File: src/rtl/pic_mem_stream_reader.sv
// Avalon-MM read master for picture memory port 2: sweeps a block of pixel words
// and re-emits them as a valid/ready stream with SOP/EOP through a small skid FIFO.
module pic_mem_stream_reader #(
    parameter int ADDR_W       = 12,
    parameter int DATA_W       = 16,
    parameter int FIFO_DEPTH   = 4,
    parameter int READ_LATENCY = 1
) (
    input  logic              clk_i,
    input  logic              reset_i,
    input  logic              start_i,
    input  logic [ADDR_W-1:0] base_addr_i,
    input  logic [ADDR_W:0]   num_words_i,
    output logic              busy_o,
    output logic              done_o,
    output logic [ADDR_W-1:0] mem_address_o,
    output logic              mem_chipselect_o,
    output logic              mem_write_o,
    output logic [1:0]        mem_byteenable_o,
    input  logic [DATA_W-1:0] mem_readdata_i,
    output logic [DATA_W-1:0] pix_data_o,
    output logic              pix_valid_o,
    input  logic              pix_ready_i,
    output logic              pix_sop_o,
    output logic              pix_eop_o
);
    localparam int PTR_W = (FIFO_DEPTH > 1) ? $clog2(FIFO_DEPTH) : 1;
    localparam int CNT_W = $clog2(FIFO_DEPTH + READ_LATENCY) + 2;
    localparam int ENT_W = DATA_W + 2;

    typedef enum logic [1:0] {ST_IDLE, ST_FETCH, ST_DRAIN, ST_DONE} state_e;

    state_e                  state_q, state_d;
    logic [ADDR_W-1:0]       addr_q, addr_d;
    logic [ADDR_W:0]         remaining_q, remaining_d;
    logic [ADDR_W:0]         num_q, num_d;
    logic [ADDR_W:0]         push_idx_q, push_idx_d;
    logic [READ_LATENCY-1:0] vld_q, vld_d;
    logic [ENT_W-1:0]        fifo_q [FIFO_DEPTH];
    logic [PTR_W-1:0]        wr_ptr_q, rd_ptr_q;
    logic [CNT_W-1:0]        count_q, count_d, inflight_s;
    logic [ENT_W-1:0]        head_s, push_ent_s;
    logic                    start_acc_s, credit_ok_s, issue_s, push_s, pop_s, fifo_empty_s;

    // Strobes still travelling through the fixed-latency memory pipe.
    always_comb begin
        inflight_s = '0;
        for (int i = 0; i < READ_LATENCY; i++) begin
            inflight_s = inflight_s + CNT_W'(vld_q[i]);
        end
    end

    assign start_acc_s  = (state_q == ST_IDLE) && start_i;
    // Reads in flight hold a FIFO slot in advance, so a return never finds it full.
    assign credit_ok_s  = (count_q + inflight_s) < CNT_W'(FIFO_DEPTH);
    assign issue_s      = (state_q == ST_FETCH) && credit_ok_s;
    assign push_s       = vld_q[READ_LATENCY-1];
    assign fifo_empty_s = (count_q == '0);
    assign pop_s        = !fifo_empty_s && pix_ready_i;
    assign head_s       = fifo_q[rd_ptr_q];
    assign push_ent_s   = {(push_idx_q == '0), (push_idx_q == num_q - (ADDR_W+1)'(1)), mem_readdata_i};

    // State register.
    always_ff @(posedge clk_i or posedge reset_i) begin
        if (reset_i) state_q <= ST_IDLE;
        else         state_q <= state_d;
    end

    // Next-state logic.
    always_comb begin
        state_d = state_q;
        case (state_q)
            ST_IDLE: begin
                if (start_acc_s) state_d = (num_words_i == '0) ? ST_DONE : ST_FETCH;
                else             state_d = ST_IDLE;
            end
            ST_FETCH: begin
                if (issue_s && remaining_q == (ADDR_W+1)'(1)) state_d = ST_DRAIN;
                else                                          state_d = ST_FETCH;
            end
            ST_DRAIN: begin
                if (pop_s && head_s[DATA_W]) state_d = ST_DONE;
                else                         state_d = ST_DRAIN;
            end
            ST_DONE: state_d = ST_IDLE;
            default: state_d = ST_IDLE;
        endcase
    end

    // Output decode from state and datapath registers.
    always_comb begin
        busy_o           = (state_q == ST_FETCH) || (state_q == ST_DRAIN);
        done_o           = (state_q == ST_DONE);
        mem_chipselect_o = issue_s;
        mem_address_o    = addr_q;
        mem_write_o      = 1'b0;
        mem_byteenable_o = 2'b11;
        pix_valid_o      = !fifo_empty_s;
        pix_data_o       = head_s[DATA_W-1:0];
        pix_sop_o        = head_s[DATA_W+1];
        pix_eop_o        = head_s[DATA_W];
    end

    // Address, word counters and read-valid pipe next state.
    always_comb begin
        addr_d      = addr_q;
        remaining_d = remaining_q;
        num_d       = num_q;
        push_idx_d  = push_idx_q;
        if (start_acc_s) begin
            addr_d      = base_addr_i;
            remaining_d = num_words_i;
            num_d       = num_words_i;
            push_idx_d  = '0;
        end else if (issue_s) begin
            addr_d      = addr_q + ADDR_W'(1);
            remaining_d = remaining_q - (ADDR_W+1)'(1);
        end else begin
            addr_d      = addr_q;
        end
        if (push_s) push_idx_d = push_idx_q + (ADDR_W+1)'(1);
        else        push_idx_d = push_idx_d;
        vld_d[0] = issue_s;
        for (int i = 1; i < READ_LATENCY; i++) begin
            vld_d[i] = vld_q[i-1];
        end
    end

    // Datapath registers.
    always_ff @(posedge clk_i or posedge reset_i) begin
        if (reset_i) begin
            addr_q      <= '0;
            remaining_q <= '0;
            num_q       <= '0;
            push_idx_q  <= '0;
            vld_q       <= '0;
        end else begin
            addr_q      <= addr_d;
            remaining_q <= remaining_d;
            num_q       <= num_d;
            push_idx_q  <= push_idx_d;
            vld_q       <= vld_d;
        end
    end

    always_comb begin
        count_d = count_q + CNT_W'(push_s) - CNT_W'(pop_s);
    end

    // Skid FIFO storage and pointers; cleared so the stream outputs read 0 after reset.
    always_ff @(posedge clk_i or posedge reset_i) begin
        if (reset_i) begin
            for (int i = 0; i < FIFO_DEPTH; i++) fifo_q[i] <= '0;
            wr_ptr_q <= '0;
            rd_ptr_q <= '0;
            count_q  <= '0;
        end else begin
            if (push_s) begin
                fifo_q[wr_ptr_q] <= push_ent_s;
                wr_ptr_q         <= wr_ptr_q + PTR_W'(1);
            end
            if (pop_s) rd_ptr_q <= rd_ptr_q + PTR_W'(1);
            count_q <= count_d;
        end
    end
endmodule

File: config.mk
export PLATFORM = sky130hd
export DESIGN_NAME = pic_mem_stream_reader
export DESIGN_NICKNAME = d
export VERILOG_FILES = /design/src/rtl/pic_mem_stream_reader.sv
export SDC_FILE = /design/constraint.sdc
export NUM_CORES = 1
export LEC_CHECK = 0
export ABC_AREA = 1
export BUFFER_PORTS_ARGS = -buffer_cell sky130_fd_sc_hd__buf_2
export CELL_PAD_IN_SITES_DETAIL_PLACEMENT = 1
export CELL_PAD_IN_SITES_GLOBAL_PLACEMENT = 2
export CORE_UTILIZATION = 30
export DETAILED_ROUTE_END_ITERATION = 10
export GPL_ROUTABILITY_DRIVEN = 0
export GPL_TIMING_DRIVEN = 0
export PLACE_DENSITY = 0.81
export SLEW_MARGIN = 0
export SYNTH_ARGS = -nofsm -noshare
export SYNTH_HDL_FRONTEND = slang
export SYNTH_SLANG_ARGS = --single-unit
File: constraint.sdc
create_clock -name clk_i -period 5.8 [get_ports clk_i]
set_input_delay 0.58 -clock clk_i [delete_from_list [all_inputs] [get_ports clk_i]]
set_output_delay 0.58 -clock clk_i [all_outputs]
set_load 0.1 [all_outputs]
Yosys cells after proc, flatten, opt, wreduce, memory -nomap -nowiden

Cells that the tools add are included.

RAM bits: 0
Output and inout port bits: 37
Bits in registers: 135
ROM bits: 0
Bits in latches: 0
Memories kept: 0

Mux-type cells: 17
$mul: 0
Reduce and logical (&&, ||, !) cells: 14
Add/subtract/negate cells: 8
Order comparisons: 4
Equality and inequality tests: 5
Divide/modulo/power cells: 0
Bitwise gates (word level): 2
Shift-type cells: 0

Operators by type and width:

| cell                                               | number |
|---|---|
| bitwise mux 72 bit                                 | 1 |
| 2-to-1 mux 18 bit                                  | 3 |
| 2-to-1 mux 13 bit                                  | 4 |
| binary-select mux 18 bit (select 2 bit)            | 1 |
| demux 18 bit (select 2 bit)                        | 1 |
| logical NOT 13 bit                                 | 2 |
| subtractor 13 x 1 -> 13 bit, second input constant | 2 |
| 2-to-1 mux 12 bit                                  | 2 |
| adder 13 x 1 -> 13 bit, second input constant      | 1 |
| == test 13 x 1 -> 1 bit, second input constant     | 1 |
| == test 13 bit                                     | 1 |
| adder 12 x 1 -> 12 bit, second input constant      | 1 |
| one-hot mux 2 bit (4 select lines)                 | 1 |
| >= comparator 3 bit, second input constant         | 2 |
| logical AND 1 bit                                  | 6 |
| 2-to-1 mux 2 bit                                   | 3 |
| NOT 2 -> 3 bit                                     | 2 |
| adder 5 x 1 -> 5 bit                               | 1 |
| logical NOT 5 bit                                  | 1 |
| < comparator 5 x 3 -> 1 bit, second input constant | 1 |
| subtractor 5 x 1 -> 5 bit                          | 1 |
| adder 2 x 1 -> 2 bit, second input constant        | 2 |
| == test 2 bit, second input constant               | 2 |
| nonzero test 2 bit                                 | 2 |
| other kinds (6)                                    | 6 |

Logic depth before layout (Yosys ltp)

Depth after elaboration: 7
Mapped depth: 13
Depth with buffers taken out: 13

Least setup slack after synthesis

OpenSTA, ideal clock, no wires.

Path type: reg2out
Start: reg rd_ptr_q[0]
End: out pix_data_o[13]
Stages on the path, launching flop included: 6
Path buffers: 2
Slack: 2739 ps
Data arrival time: 2481 ps
Cells stage by stage: dfrtp_1 > buf_2 > clkinv_1 > clkbuf_1 > o21ai_0 > o22ai_1

Longest elaborated chain between the ends: 4

Ends and longest elaborated chain:

| item                                                 | line | text |
|---|---|---|
| start: declaration                                   | 40   | `logic [PTR_W-1:0] wr_ptr_q, rd_ptr_q;` |
| start signal: assignment                             | 162  | `if (pop_s) rd_ptr_q <= rd_ptr_q + PTR_W'(1);` |
| NOT 2 -> 3 bit (not written as such)                 | 60   | `assign head_s = fifo_q[rd_ptr_q];` |
| binary-select mux 18 bit (select 2 bit)              | 60   |  |
| 2-to-1 mux 18 bit (not written as such) (2 in a row) | 60   |  |
| end: declaration                                     | 21   | `output logic [DATA_W-1:0] pix_data_o,` |

Every way passes these cells. The select of a mux whose other input is x is not followed.

Final worst setup path

Start: reg count_q[0]
End: out mem_chipselect_o

Longest elaborated chain between the ends: 3

Ends and longest elaborated chain:

| item                        | line | text |
|---|---|---|
| start: declaration          | 41   | `logic [CNT_W-1:0] count_q, count_d, inflight_s;` |
| start signal: assignment    | 163  | `count_q <= count_d;` |
| adder 5 x 1 -> 5 bit        | 55   | `assign credit_ok_s = (count_q + inflight_s) < CNT_W'(FIFO_DEPTH);` |
| < comparator 5 x 3 -> 1 bit | 55   |  |
| logical AND 1 bit           | 56   | `assign issue_s = (state_q == ST_FETCH) && credit_ok_s;` |
| end: declaration            | 17   | `output logic mem_chipselect_o,` |

Every way passes these cells.

==> summary.md <==
| Metric | Value |
|---|---|
| First-pass iteration count of the detailed router | `4` |
| WP buf/inv | `3` |
| WP data arrival | `2650 ps` |
| Vias in the first global route | `6605` |
| Setup bufs post-CTS | `0` |
| Run status | `finished clean` |
| Final Worst Setup Slack | `between 2000 and 3000 ps` |
| Setup Skew | `between 10 and 15 ps` |
| Site Rows | `between 50 and 60` |
| Global Route Usage Sum | `18.9%` |
| Pin count of the biggest net entering global routing | `83` |
| Max-Cap Viols | `0` |
| Critical Path, Cell by Cell | `ha_1, ha_1, inv_1, or2_1, nand2_1, inv_1, nand2_2, nor3_4, buf_2` |
| ANT cells | `0` |
| Final setup viols | `0` |
| Clock latency on the worst-skew pair | `430 ps` |
| Gate Count Post-Synth | `882` |
| Synth Area in Adders | `3.38%` |
| CTS Buffer Depth | `2` |
| Worst Path Required | `approximately 5200 ps` |
| CTS Sinks | `135` |
| Fmax | `309 MHz` |
| Core outline area | `0.0228 mm^2` |
| Max rail drop VDD | `between 400 and 500 uV` |
| R2R Path End | `mem_address_o[4]` |
| CTS root buf | `clkbuf_16` |
| Met3 wire len | `582 um` |
| Post-CTS Hold Fix Bufs | `0` |
| DRT Wirelength | `21.3 mm` |
| Reg-to-Reg Start | `state_q[0]` |
| Post-DP HPWL | `around 15 mm` |
| Synthesized area | `0.00704 mm^2` |
| Top Family by Delay on Critical Path | `buffers and inverters` |
| Layout cells sized above 1 | `13.5%` |
| Hold Path Class | `primary input to async pin` |
| CTS tree | `built` |
| Synthesis-to-finish area growth | `20.1%` |
| RSZ-0062 raised after global routing | `no` |
| Vias per cell | `~4.8` |
| Clock transition at path regs | `60 ps` |
| Post-synthesis xor/xnor area fraction | `3.70%` |
| Top routing layer used | `met4` |
| TNS Setup | `0 ps` |
| Grt ovf | `0` |
| H-tree Lvls | `4` |
| Fin. max-slew vios | `0` |
| Total number of vias | `6265` |
| Remaining antenna violation count after routing | `0` |
| Setup crit end kind | `output port` |
| Netlist cell types | `41` |
| IO Pins | `82` |
| Initial Utilization | `30.8%` |
| Cts repair resizes | `0` |
| TritonCTS buffer count | `17` |
| Input/output buffers | `78` |
| R2R setup slack | `~3600 ps` |
| Mux contribution to synthesized area | `0%` |
| Final Hold Vio Count | `0` |
| # DRC | `0` |
| Fillers | `2813` |
| Die Area | `between 0.02 and 0.025 mm^2` |
| Crit path launch | `count_q[0]` |
| Die H | `approximately 160 um` |
| Routed WL per cell | `16.3 um` |
| Die Width | `155 um` |
| Met2 Wirelength | `10.5 mm` |
| Sequential area share after synthesis | `48.0%` |
| Dpl ws | `about 3000 ps` |
| Slew @ Worst Pin | `661 ps` |
| Slew margin rel. | `between 50% and 60%` |
| #FFs+latches synth | `135` |
| Power per cell area | `639 mW/mm^2` |
| Synth Area in Compound Gates | `between 10% and 20%` |
| Final period util | `55.7%` |
| P_leak | `4.15 nW` |
| Fin crit period | `3230 ps` |
| Startpoint Class | `flip-flop` |
| Iter 0 DRT Violations | `approximately 310` |
| Synthesized area per cell | `about 8 um^2` |
| CP Max Fanout | `7` |
| M1 WL | `10.0 mm` |
| Delay of the slowest cell on the worst path | `530 ps` |
| Critical path's slowest cell | `buf_2` |
| Initial antenna violation count | `0` |
| Global-route wire length before repair | `35.1 mm` |
| Worst r2r path cells | `8` |
| Crit path kind | `flip-flop to output port` |
| Post-Synth Simple-Gate Area | `a little under a quarter` |
| Yosys warns | `0` |
| Largest family of logic cells by synthesized area | `simple AND/OR/NAND/NOR gates` |
| Nets@finish | `between 1000 and 1500` |
through the flow:
step	area (um^2)	total power [mW]	cells	util, %	hold slack (ps)
final	8460	5.40	1306	37.0	209
after global routing	8460	5.75	1306	37.0	251
after CTS	8460	5.46	1306	37.0	226
after detailed placement	7860	4.31	1275	34.4	469
after global placement	7830	4.26	1274	34.3	460
after floorplan	7050	3.69	883	-	444
worst max-delay path by stage:
| stage | depth (start not counted) | to |
|---|---|---|
| after detailed placement | 9 | mem_chipselect_o |
| after global placement | 2 | push_idx_q[3] |
| after floorplan | 1 | count_q[0] |
| final | 9 | mem_chipselect_o |
| after global routing | 9 | mem_chipselect_o |
| after CTS | 9 | mem_chipselect_o |
worst reg2reg max path, delay by kind of cell, from the launching register on:
kind | cells | cell delay (ps)
flip-flops | 1 | 400
AND/OR/NAND/NOR | 2 | 310
AO/OA/AOI/OAI | 1 | 120
adder cells (fa/ha/maj) | 1 | 190
buffers and inverters | 4 | 1120
power breakdown:
part / total [mW] / internal, mW / switching (mW) / leakage (nW)
Sequential: 1.56 / 1.30 / 0.265 / 1.57
Clock: 1.12 / 0.684 / 0.436 / 0.285
Combinational: 2.72 / 0.599 / 2.12 / 2.30
synth_stat cells, drive strengths merged:
cell type / number / area (um^2)
nor3: 8 / 56.3
or2: 3 / 18.8
o31ai: 1 / 7.51
o211ai: 18 / 145
conb: 2 / 7.51
clkinv: 1 / 3.75
o21ai: 136 / 681
clkbuf: 25 / 93.8
a21boi: 1 / 7.51
o21a: 1 / 7.51
nand2: 218 / 831
inv: 102 / 383
nand3b: 2 / 15.0
a31oi: 1 / 6.26
xnor2: 9 / 78.8
o22ai: 21 / 131
o21bai: 1 / 7.51
ha: 19 / 238
buf: 9 / 58.8
nor2: 79 / 317
xor2: 19 / 181
a2bb2oi: 1 / 8.76
dfrtp: 135 / 3380
nand3: 48 / 245
nor4: 4 / 25.0
nand4: 15 / 93.8
a21oi: 3 / 15.0
registers in the layout (all words and copies together), names as in the netlist:
register / count
remaining_q: 13
state_q: 2
push_s: 1
wr_ptr_q: 2
num_q: 13
fifo_q: 72
push_idx_q: 13
rd_ptr_q: 2
count_q: 5
mem_address_o: 12
logic make-up after synthesis:
| family | after synthesis |
|---|---|
| compound gates | 184 |
| other cells | 2 |
| buf+inv | 137 |
| xor+xnor | 28 |
| flops | 135 |
| simple gates | 377 |
| fa+ha+maj | 19 |
cell usage in the layout, fill, tap and decap left out, types with 4 or more instances in the layout:
cell       synthesis  final
buf_2              2     80
buf_4              4      4
clkbuf_1          25     26
clkbuf_16          0     17
dfrtp_1          135    135
ha_1              19     19
inv_1            101    100
nand2_1          215    215
nand3_1           47     47
nand4_1           15     15
nor2_1            75     75
nor3_1             6      6
nor4_1             4      4
o211ai_1          16     16
o21ai_0          136    136
o22ai_1           21     21
xnor2_1            9      9
xor2_1            17     17
layout make-up:
cell class                      count  area (um^2)  share of cell area, %
Clock buffer                       19          443                   5.24
Clock inverter                     12          154                   1.82
Timing Repair Buffer               79          418                   4.94
Tap cell                          313          392                   4.63
Inverter                          103          392                   4.63
Buffer                             34          153                   1.80
Multi-Input combinational cell    611         3130                   37.0
Sequential cell                   135         3380                   39.9
layer usage:
layer  track usage [%]  vias up
li1                  -     3064
met1              24.9     3097
met2              32.0       91
met3              3.40       13
met4              4.67        0
met5                 0        -
Power figures use the tool's default switching activity.
